**src/rtl/fetch_unit.sv**
```systemverilog
// Instruction-fetch front end: owns the fetch PC, issues program-ROM requests and
// buffers fetched words with their addresses in a DEPTH-entry prefetch queue.
module fetch_unit #(
  parameter int unsigned           ADDR_WIDTH   = 11,
  parameter int unsigned           IR_WIDTH     = 24,
  parameter int unsigned           DEPTH        = 4,
  parameter int unsigned           OFFSET_WIDTH = 8,
  parameter logic [ADDR_WIDTH-1:0] RESET_PC     = '0
) (
  input  logic                    clk,
  input  logic                    rst,
  input  logic [IR_WIDTH-1:0]     rom_out,
  input  logic                    rom_ready,
  output logic [ADDR_WIDTH-1:0]   rom_addr,
  output logic                    rom_active,
  output logic [IR_WIDTH-1:0]     ir_out,
  output logic [ADDR_WIDTH-1:0]   ir_pc,
  output logic                    ir_valid,
  input  logic                    ir_ready,
  input  logic                    redirect,
  input  logic                    redirect_abs,
  input  logic [OFFSET_WIDTH-1:0] redirect_offset,
  input  logic [ADDR_WIDTH-1:0]   redirect_target,
  output logic [$clog2(DEPTH):0]  level
);

  localparam int unsigned PTR_WIDTH = $clog2(DEPTH);
  localparam int unsigned LVL_WIDTH = PTR_WIDTH + 1;
  localparam logic [LVL_WIDTH-1:0]  FULL = LVL_WIDTH'(DEPTH);
  localparam logic [ADDR_WIDTH-1:0] ONE  = ADDR_WIDTH'(1);

  typedef enum logic [1:0] {IDLE, FETCH, DISCARD} state_t;

  state_t                 state, state_next;
  logic [ADDR_WIDTH-1:0]  fa, fa_next, addr_next, target;
  logic [IR_WIDTH-1:0]    data_mem [DEPTH];
  logic [ADDR_WIDTH-1:0]  pc_mem   [DEPTH];
  logic [PTR_WIDTH-1:0]   rd_ptr, wr_ptr;
  logic [LVL_WIDTH-1:0]   level_after_pop;
  logic                   flush, pop, push;

  assign ir_valid = (level != '0);
  assign ir_out   = ir_valid ? data_mem[rd_ptr] : '0;
  assign ir_pc    = ir_valid ? pc_mem[rd_ptr]   : '0;

  // A relative redirect needs a valid head to be relative to; otherwise it is dropped.
  assign flush  = redirect & (redirect_abs | ir_valid);
  assign target = redirect_abs ? redirect_target
                               : ir_pc + ONE + ADDR_WIDTH'(signed'(redirect_offset));
  assign pop    = ir_ready & ir_valid & ~flush;
  assign level_after_pop = level - LVL_WIDTH'(pop);

  // NOTE: every signal written here gets a default first, so no path can infer a latch.
  always_comb begin
    state_next = state;
    fa_next    = fa;
    addr_next  = rom_addr;
    push       = 1'b0;
    unique case (state)
      IDLE: begin
        if (flush) begin
          fa_next = target;
        end else if (level_after_pop < FULL) begin
          state_next = FETCH;
          addr_next  = fa;
          fa_next    = fa + ONE;
        end
      end
      FETCH: begin
        if (flush) begin
          fa_next    = target;
          state_next = DISCARD;
        end else if (rom_ready) begin
          push = 1'b1;
          if (level_after_pop + LVL_WIDTH'(1) < FULL) begin
            addr_next = fa;
            fa_next   = fa + ONE;
          end else begin
            state_next = IDLE;
          end
        end
      end
      DISCARD: begin
        if (flush)     fa_next    = target;
        if (rom_ready) state_next = IDLE;
      end
      default: state_next = IDLE;
    endcase
  end

  // NOTE: sequential state uses non-blocking assignments so every register samples pre-edge values.
  always_ff @(posedge clk or negedge rst) begin
    if (!rst) begin
      state      <= IDLE;
      fa         <= RESET_PC;
      rom_addr   <= RESET_PC;
      rom_active <= 1'b0;
      rd_ptr     <= '0;
      wr_ptr     <= '0;
      level      <= '0;
    end else begin
      state      <= state_next;
      fa         <= fa_next;
      rom_addr   <= addr_next;
      rom_active <= (state_next != IDLE);
      if (flush) begin
        rd_ptr <= '0;
        wr_ptr <= '0;
        level  <= '0;
      end else begin
        if (pop)  rd_ptr <= rd_ptr + PTR_WIDTH'(1);
        if (push) wr_ptr <= wr_ptr + PTR_WIDTH'(1);
        level <= level_after_pop + LVL_WIDTH'(push);
      end
    end
  end

  // NOTE: queue storage is not reset; ir_valid gates the head outputs, so stale entries never show.
  always_ff @(posedge clk) begin
    if (push) begin
      data_mem[wr_ptr] <= rom_out;
      pc_mem[wr_ptr]   <= rom_addr;
    end
  end

endmodule
```
**config.mk**
```make
export PLATFORM = sky130hd
export DESIGN_NAME = fetch_unit
export DESIGN_NICKNAME = d
export VERILOG_FILES = /design/src/rtl/fetch_unit.sv
export SDC_FILE = /design/constraint.sdc
export NUM_CORES = 1
export LEC_CHECK = 0
export CELL_PAD_IN_SITES_DETAIL_PLACEMENT = 0
export CELL_PAD_IN_SITES_GLOBAL_PLACEMENT = 1
export CORE_MARGIN = 5
export CORE_UTILIZATION = 30
export DETAILED_ROUTE_END_ITERATION = 8
export DONT_BUFFER_PORTS = 1
export HOLD_SLACK_MARGIN = 0.02
export PLACE_DENSITY_LB_ADDON = 0.05
export SYNTH_ARGS = -nofsm -noshare
export SYNTH_HDL_FRONTEND = slang
export SYNTH_SLANG_ARGS = --single-unit
```
**constraint.sdc**
```tcl
create_clock -name clk -period 4.7 [get_ports clk]
set_input_delay 0.47 -clock clk [delete_from_list [all_inputs] [get_ports clk]]
set_output_delay 0.47 -clock clk [all_outputs]
set_load 0.02 [all_outputs]
```
==> impl_metrics.tcl, run 1 <==
set metrics [dict create \
    postSynthCellCount 472 \
    synthMuxAreaShare_pct 12.6 \
    via_count 4021 \
    pin_count 100 \
    slew_violations 0 \
    vias_per_cell 4.87 \
    rsz0062_at_grt "false" \
    crit_family "simple AND/OR/NAND/NOR gates" \
    synth_ff_type "edfxtp_1" \
    drive_gt1_share_pct 19.2 \
    placed_cell_area_um2 7940 \
    hold_violations 0 \
    tightest_slew_ns 1.05 \
    crit_path_cell_trace "or3_2 > nand2_1 > nor2_1 > ha_1 > ha_1 > xor2_1 > nor4b_1 > or4_1 > nand2_8 > mux2_2" \
    min_period_ns 3.87 \
    synth_compound_area_share_pct 5.92 \
    tns_ns 0 \
    h-tree-depth 4 \
    cp_slowest_cell "or3_2" \
    cp.arrival_ns 4.17 \
    syn-mean-instance-area_um2 16.0 \
    routedWlPerCell_um 22.3 \
    yosys_warnings 0 \
    grt.overflow.total 0 \
    hold_slack_ns 0.134 \
    yosys.area_share.adder_pct 3.42 \
    fin_util_pct 34.4 \
    fin_crit_sh_pct 82.3 \
    peakVddDrop_v 0.000329 \
    cp-end-kind "flop" \
    synth.most_common_cell "edfxtp_1" \
    die_h_um 169 \
    cts_made_buffers 17 \
    finalClockSkew_ns 0.00731 \
    status "finished, final reports clean" \
    clock_latency_ns 0.42 \
    fin_area_um2 8580 \
    drt-initial-drc-count 260 \
    clock_path_buffers 2 \
    worst-setup-path-type "flop to flop" \
    track_usage_pct 13.4 \
    ys_types 52 \
    initial_core_util_pct 30.2 \
    synth_seq_cells 172 \
    max_stage_delay_ns 0.86 \
    drv_cap 0 \
    maxSlewHeadroom_pct 30.3 \
    cpMostUsedCell "ha_1" \
    synth_top_area_share_pct 55.7 \
    ys_top_cells_by_count "140 x edfxtp_1, 38 x and2_1, 34 x mux4_2" \
    cts_root_buffer "clkbuf_16" \
    p_leak_nw 2.89 \
    worstPathRequired_ns 5.01 \
    grt_first_pass_wirelength_mm 28.1 \
    clkSinkCount 172 \
    fp-row-count 58 \
    area_growth_syn_to_layout_pct 13.7 \
    syn_area_um2 7540 \
    port_buffers 0 \
    wirelength_mm 18.4 \
    grt_pass1_vias 4349 \
    synth_edf_count 140 \
    core_area_um2 25000 \
    pwr_density_cell_nw_per_um2 666 \
    post-place-ws_ns 0.801 \
    seq_area_frac_synth_pct 66.3 \
    antenna_found_initial 0 \
    synth.area.top_cells "edfxtp_1 56%, dfrtp_1 11%, mux4_2 10%" \
    crit_fanout 30 \
    nNetsFinal 552 \
    clk_pin_slew_ns 0.07 \
    dieArea_um2 28400 \
    synth_largest_area_cell "edfxtp_1" \
    synthSimpleGateAreaFrac_pct 8.34 \
    setup_violations 0 \
    rrSetupSlack_ns 0.83 \
    hpwl_mm 12.3 \
    synth_xor_area_share_pct 1.39 \
    path_buf_inv 0 \
    n_antenna_cell 0 \
    hold_path_class "primary input to flop" \
    antenna_left 0 \
    postCtsSetupBuffers 0 \
    gp_congestion 0.783 \
    fmax_mhz 259 \
    synth_fp_nets 541 \
    grt_max_degree 36 \
    synth_top_family_by_area "multiplexers" \
    worst_slack_ns 0.832 \
    drc_errors 0 \
    start_kind "flop" \
    fp.dieW_um 169 \
    tritoncts "built" \
    synthArstFlopShare_pct 18.6 \
    dr.pass1.iters 4 \
]
## sequential cells by signal, summed over array words and instances, names as in the netlist
| register | cells |
|---|---|
| data_mem | 96 |
| rd_ptr | 2 |
| level | 3 |
| state | 2 |
| pc_mem | 44 |
| fa | 11 |
| rom_addr | 11 |
| wr_ptr | 2 |
| rom_active | 1 |
## report_power, final
group	switching, mW	internal (mW)
Combinational	1.18	0.780
Clock	0.659	0.766
Sequential	0.377	1.95
## per-stage QoR
stage	power, mW	cells
floorplan	3.79	472
global placement	4.36	792
detailed placement	4.37	792
CTS	5.83	826
global route	6.09	826
finish	5.71	826
## placed cells by master, fill, tap and decap left out, types with 3 or more instances in the layout
master     instances
mux2_2             7
xor2_1             5
dfrtp_1           30
a21oi_1           18
clkbuf_16         17
edfxtp_1         140
mux4_2            34
buf_4             11
xnor2_1            7
a211oi_1           4
nor3_1             5
mux2i_1            6
and2_1            34
nor2_1            24
o22ai_1            6
nor2b_1            6
ha_1              19
clkinv_8           3
inv_8              5
a31oi_1            6
o21ai_0           15
mux2_1             4
nand3_1            9
inv_1             11
nand2_1           18
and2_2             4
## cells by family (layout without fill, tap and decap cells)
kind of cell               after synthesis  in the layout
AOI/OAI and AO/OA                       69             69
xor gates and xnor gates                12             12
adders and majority gates               20             20
buffers and inverters                   32             56
DFF                                    172            172
muxes                                   51             51
and+or+nand+nor                        116            116
## area by class of cell
class / count / area [µm²]
Clock buffer: 18 / 429
Tap cell: 330 / 413
Sequential cell: 172 / 5010
Multi-Input combinational cell: 268 / 2390
Timing Repair Buffer: 13 / 113
Clock inverter: 14 / 178
Fill cell: 2413 / 16400
Inverter: 11 / 41.3
## final timing paths
| check | startpoint | endpoint | cells after the start |
|---|---|---|---|
| setup reg to reg | level[2] | rom_addr[5] | 10 |
| min in group asynchronous | rst | fa[2] | 2 |
| max in group asynchronous | rst | rd_ptr[0] | 2 |
| hold / removal | rom_out[8] | data_mem[2][8] | 0 |
| setup / recovery | level[2] | rom_addr[5] | 10 |
| hold reg to reg | fa[8] | rom_addr[8] | 1 |
## metal layers
| metal | GRT usage [%] | wire length [µm] |
|---|---|---|
| met1 | 17.6 | 8230 |
| met2 | 20.7 | 8500 |
| met3 | 5.56 | 1480 |
| met4 | 3.07 | 180 |
| met5 | 0 | 0 |
## worst reg2reg max path, delay by kind of cell, from the launching register on
family / cells / cell delay (ns)
mux: 1 / 0.36
xor+xnor: 1 / 0.37
flops: 1 / 0.49
fa+ha+maj: 2 / 0.36
simple gates: 6 / 2.17
## timing repair
item / CTS / global route
resized for setup: 0 / 0
endpoints found under the setup margin: 0 / 0
endpoints found under the hold margin: 32 / 0
hold buffers: 2 / 0
No activity file was read; power rests on OpenSTA's default activity.
==> run 2, diff against run 1 <==
clock period = 3.3 ns   (was 4.7 ns; I/O delays follow)
==> impl_metrics.tcl, run 2 (same netlist as run 1, synthesis figures left out) <==
set metrics [dict create \
    clk_pin_slew_ns 0.07 \
    port_buffers 0 \
    postCtsSetupBuffers 0 \
    grt.overflow.total 0 \
    maxSlewHeadroom_pct 62.9 \
    p_leak_nw 3.13 \
    top_layer "met4" \
    hold_violations 0 \
    antenna_found_initial 0 \
    die_h_um 169 \
    gp_congestion 0.736 \
    drive_gt1_share_pct 22.9 \
    seqCellArea_um2 5010 \
    vias_per_cell 4.84 \
    grt_pass1_vias 4685 \
    multiInputGateArea_um2 2410 \
    pin_count 100 \
    drt-initial-drc-count 169 \
    route.met2.wl_mm 8.88 \
    worstPathRequired_ns 3.59 \
    tns_ns 0 \
    wirelength_mm 18.6 \
    pwr_density_cell_nw_per_um2 921 \
    crit_fanout 3 \
    layout_commonest_cell "edfxtp_1" \
    setup_violations 0 \
    initial_core_util_pct 30.2 \
    placed_cell_area_um2 8190 \
    grt_max_degree 39 \
    peakVddDrop_v 0.000425 \
    start_kind "flop" \
    rsz0062_at_grt "true" \
    worst-setup-path-type "flop to flop" \
    rrSetupSlack_ns 0.17 \
    power_mw 8.35 \
    fp-row-count 58 \
    via_count 4247 \
    track_usage_pct 13.5 \
    fin_area_um2 9060 \
    tightest_slew_ns 0.543 \
    n_fill_cell 2424 \
    cp-end-kind "flop" \
    drv_cap 0 \
    slew_violations 0 \
    wl_met1_mm 8.53 \
    core_area_um2 25000 \
    min_period_ns 3.13 \
    routedWlPerCell_um 21.2 \
    fin_util_pct 36.3 \
    fp.dieW_um 169 \
    dieArea_um2 28400 \
    final_cell_mix "140 x edfxtp_1, 34 x mux4_2, 34 x and2_1" \
    clkSinkCount 172 \
    largest_register_ffs 96 \
    area_growth_syn_to_layout_pct 20.2 \
    fmax_mhz 320 \
    h-tree-depth 4 \
    hold_path_class "primary input to flop" \
    cts_root_buffer "clkbuf_16" \
    clock_latency_ns 0.42 \
    finalClockSkew_ns 0.0113 \
    hpwl_mm 12.4 \
    clock_path_buffers 2 \
    wl_met3_um 920 \
    regMostFlops "data_mem" \
    fin_crit_sh_pct 94.7 \
    dr.pass1.iters 5 \
    antenna_left 0 \
    grt_first_pass_wirelength_mm 28.7 \
    nNetsFinal 604 \
    cts_made_buffers 17 \
    reg_top3 "data_mem (96), pc_mem (44)" \
    status "finished, final reports clean" \
    tritoncts "built" \
    cp.arrival_ns 3.42 \
    n_antenna_cell 0 \
    drc_errors 0 \
]
-- run 2: cell count changes in the layout (fill, tap and decap cells not counted), sizes merged --
cell / previous run / this run
clkbuf: 18 / 17
inv: 18 / 17
buf: 12 / 39
dlygate4sd3: 1 / 26
clkinv: 5 / 4
clkinvlp: 1 / 3
-- run 2: critical path: stages (launching register included) --
cell,delay [ns]
dfrtp_1,0.38
or3_2,0.54
o211ai_1,0.19
ha_2,0.28
inv_1,0.06
fa_1,0.38
a211oi_1,0.23
o21bai_1,0.18
a2111oi_2,0.38
nor3_1,0.10
xnor2_1,0.18
a31oi_1,0.10
-- run 2: timing repair --
item / in CTS / in global routing
hold buffers: 27 / 0
gates cloned: 0 / 0
hold endpoints to repair: 129 / 0
endpoints found under the setup margin: 1 / 11
gates resized for setup: 1 / 8
-- run 2: final timing paths --
| check | from | to | depth (start not counted) |
|---|---|---|---|
| setup / recovery | level[2] | fa[8] | 11 |
| hold / removal | rom_ready | state[1] | 1 |
| setup reg to reg | level[2] | fa[8] | 11 |
| hold reg to reg | fa[5] | rom_addr[5] | 1 |
| max in group asynchronous | rst | rd_ptr[0] | 2 |
| min in group asynchronous | rst | fa[2] | 2 |
-- run 2: area by class of cell --
type	count	area share, %
inverter	11	0.456
clock inverter	14	1.52
timing repair buffer	65	6.97
clock buffer	17	4.69
tap	330	4.56
sequential	172	55.2
multi-input combinational	268	26.6
-- run 2: per-layer routing --
metal | up-vias | track usage, %
met3 | 20 | 3.48
li1 | 1957 | -
met5 | - | 0
met4 | 0 | 4.13
met1 | 2169 | 17.7
met2 | 101 | 22.2
-- run 2: power by group --
group	switching (mW)	internal, mW
Sequential	0.437	2.77
Combinational	1.82	1.39
Clock	0.873	1.05
-- run 2: through the flow --
stage                     setup WS (ns)  cells  hold slack (ns)
after global placement           0.0742    819           0.0356
after global routing           -0.00483    877           0.0572
after floorplan                  0.0191    472           0.0344
after detailed placement        0.00158    819           0.0354
after CTS                        0.0144    877           0.0390
final                             0.175    877           0.0716
==> run 3, diff against run 2 <==
CORE_UTILIZATION = 48   (was 30)
RECOVER_POWER = 25   (was unset)
==> impl_metrics.tcl, run 3 (same netlist as run 1, synthesis figures left out) <==
set metrics [dict create \
    status "complete, but fails checks" \
    violations "max-capacitance violations, max-slew violations" \
    maxSlewHeadroom_pct -25.8 \
    layout.cells.non_filler 751 \
    pwr_density_cell_nw_per_um2 936 \
    switching_power_mw 2.95 \
    grt_max_degree 36 \
    cp.arrival_ns 3.41 \
    regMostFlops "data_mem" \
    crit_fanout 17 \
    cpMostUsedCell "ha_1" \
    power_mw 8.31 \
    cts_root_buffer "clkbuf_16" \
    largest_register_ffs 96 \
    dieArea_um2 18300 \
    via_count 4212 \
    worstPathRequired_ns 3.61 \
    slew_violations 33 \
    finalClockSkew_ns 0.0102 \
    antenna_left 0 \
    grt_first_pass_wirelength_mm 25.2 \
    p_sw_share_pct 35.4 \
    dr.pass1.iters 4 \
    antenna_found_initial 0 \
    port_buffers 0 \
    layout_commonest_cell "edfxtp_1" \
    min_period_ns 3.10 \
    track_usage_pct 18.3 \
    place_inst 694 \
    power_frac_clock_pct 24.6 \
    initial_core_util_pct 49.3 \
    rsz0062_at_grt "true" \
    worst-setup-path-type "flop to flop" \
    seqCellArea_um2 5010 \
    fp-row-count 45 \
    multiInputGateArea_um2 2410 \
    gp_congestion 0.819 \
    tightest_slew_ns 1.89 \
    vias_per_cell 5.61 \
    clk_pin_slew_ns 0.06 \
    drv_cap 1 \
    h-tree-depth 4 \
    hold_path_class "primary input to flop" \
    cp-end-kind "flop" \
    setup_violations 0 \
    hold_violations 0 \
    final_cell_mix "140 x edfxtp_1, 34 x mux4_2, 34 x and2_1" \
    drt-initial-drc-count 174 \
    postCtsSetupBuffers 0 \
    clock_path_buffers 2 \
    fin_crit_sh_pct 93.9 \
    tritoncts "built" \
    grt.overflow.total 0 \
    die_h_um 135 \
    p_leak_nw 3.11 \
    cp_slowest_cell "or4_1" \
    hpwl_mm 10.8 \
    drc_errors 0 \
    n_antenna_cell 0 \
    max_stage_delay_ns 0.69 \
    reg_top3 "data_mem (96), pc_mem (44)" \
    start_kind "flop" \
    pwr-share-comb_pct 36.8 \
    core_area_um2 15300 \
    routedWlPerCell_um 21.3 \
    clock_latency_ns 0.42 \
    cts_made_buffers 17 \
    pin_count 100 \
    drive_gt1_share_pct 20.9 \
    n_fill_cell 1222 \
    clkSinkCount 172 \
    fp.dieW_um 135 \
    intPower_mw 5.37 \
    grt_pass1_vias 4432 \
    fmax_mhz 323 \
    area_growth_syn_to_layout_pct 17.7 \
    peakVddDrop_v 0.000506 \
    wirelength_mm 16.0 \
    seq_power_share_pct 38.7 \
    crit_path_cell_trace "or3_1 > nand2_1 > nor2_1 > ha_1 > ha_1 > xor2_2 > and4_1 > or4_1 > nand2_8 > mux2_2" \
    nNetsFinal 597 \
]
run 3: cell count changes in the layout (fill, tap and decap cells not counted), moves of 2 or more:
cell and delta:
clkbuf_1 +2, clkinvlp_4 -2, buf_4 -5, inv_8 -2
bufinv_16 +3, inv_6 -2, clkinv_4 -2, clkinv_1 +3
run 3: area by class of cell:
class | instances | area share (%)
clock buffers | 18 | 4.83
clock inverters | 13 | 1.93
inverters | 11 | 0.465
multi-input cells | 268 | 27.1
flip-flops and latches | 172 | 56.4
well taps | 211 | 2.97
repair buffers | 58 | 6.27
run 3: repair_timing:
item / CTS / global route
gates resized for setup: 0 / 5
hold buffers: 26 / 0
hold endpoints to repair: 128 / 0
endpoints found under the setup margin: 0 / 11
run 3: per-stage QoR:
step | utilization (%) | cell area [µm²] | setup WS (ns) | hold WS, ns | TNS, ns
2_1_floorplan | - | 7550 | 0.0191 | 0.0344 | 0
3_3_place_gp | 52.3 | 8010 | 0.165 | 0.0356 | 0
3_5_place_dp | 52.3 | 8010 | 0.124 | 0.0355 | 0
4_1_cts | 58.0 | 8880 | 0.109 | 0.0284 | 0
5_1_grt | 58.0 | 8880 | -0.0287 | 0.0272 | -0.0287
6_report | 58.0 | 8880 | 0.201 | 0.0338 | 0
run 3: path summary, 6_finish.rpt:
| check | from | endpoint | slack (ns) | cells past startpoint |
|---|---|---|---|---|
| min in group asynchronous | rst | fa[1] | 0.97 | 2 |
| worst max register to register | level[2] | rom_addr[1] | 0.20 | 10 |
| max in group asynchronous | rst | rd_ptr[0] | 0.99 | 2 |
| worst max-delay path | level[2] | rom_addr[1] | 0.20 | 10 |
| worst min-delay path | redirect | rd_ptr[0] | 0.03 | 1 |
| worst min register to register | fa[8] | rom_addr[8] | 0.52 | 1 |
run 3: routing by layer:
layer,vias to the layer above,wire (µm),track usage [%]
met4,0,240,5.99
met5,-,0,0
li1,1942,-,-
met3,20,929,5.20
met1,2141,7070,24.2
met2,109,7790,29.6
run 3: worst max-delay path: cells and delay by family (launching register included):
family	cells	cell delay, ns
AND/OR/NAND/NOR	6	1.70
adder cells (fa/ha/maj)	2	0.38
flip-flops	1	0.37
multiplexers	1	0.35
XOR/XNOR	1	0.19
run 3: power by group through the flow:
stage | clock, mW | combinational (mW) | sequential, mW
final | 2.04 | 3.06 | 3.21
after global routing | 2.16 | 3.38 | 3.27
after CTS | 2.07 | 3.09 | 3.22
after detailed placement | 0 | 3.02 | 3.27
after global placement | 0 | 3.01 | 3.25
after floorplan | 0 | 2.30 | 3.10
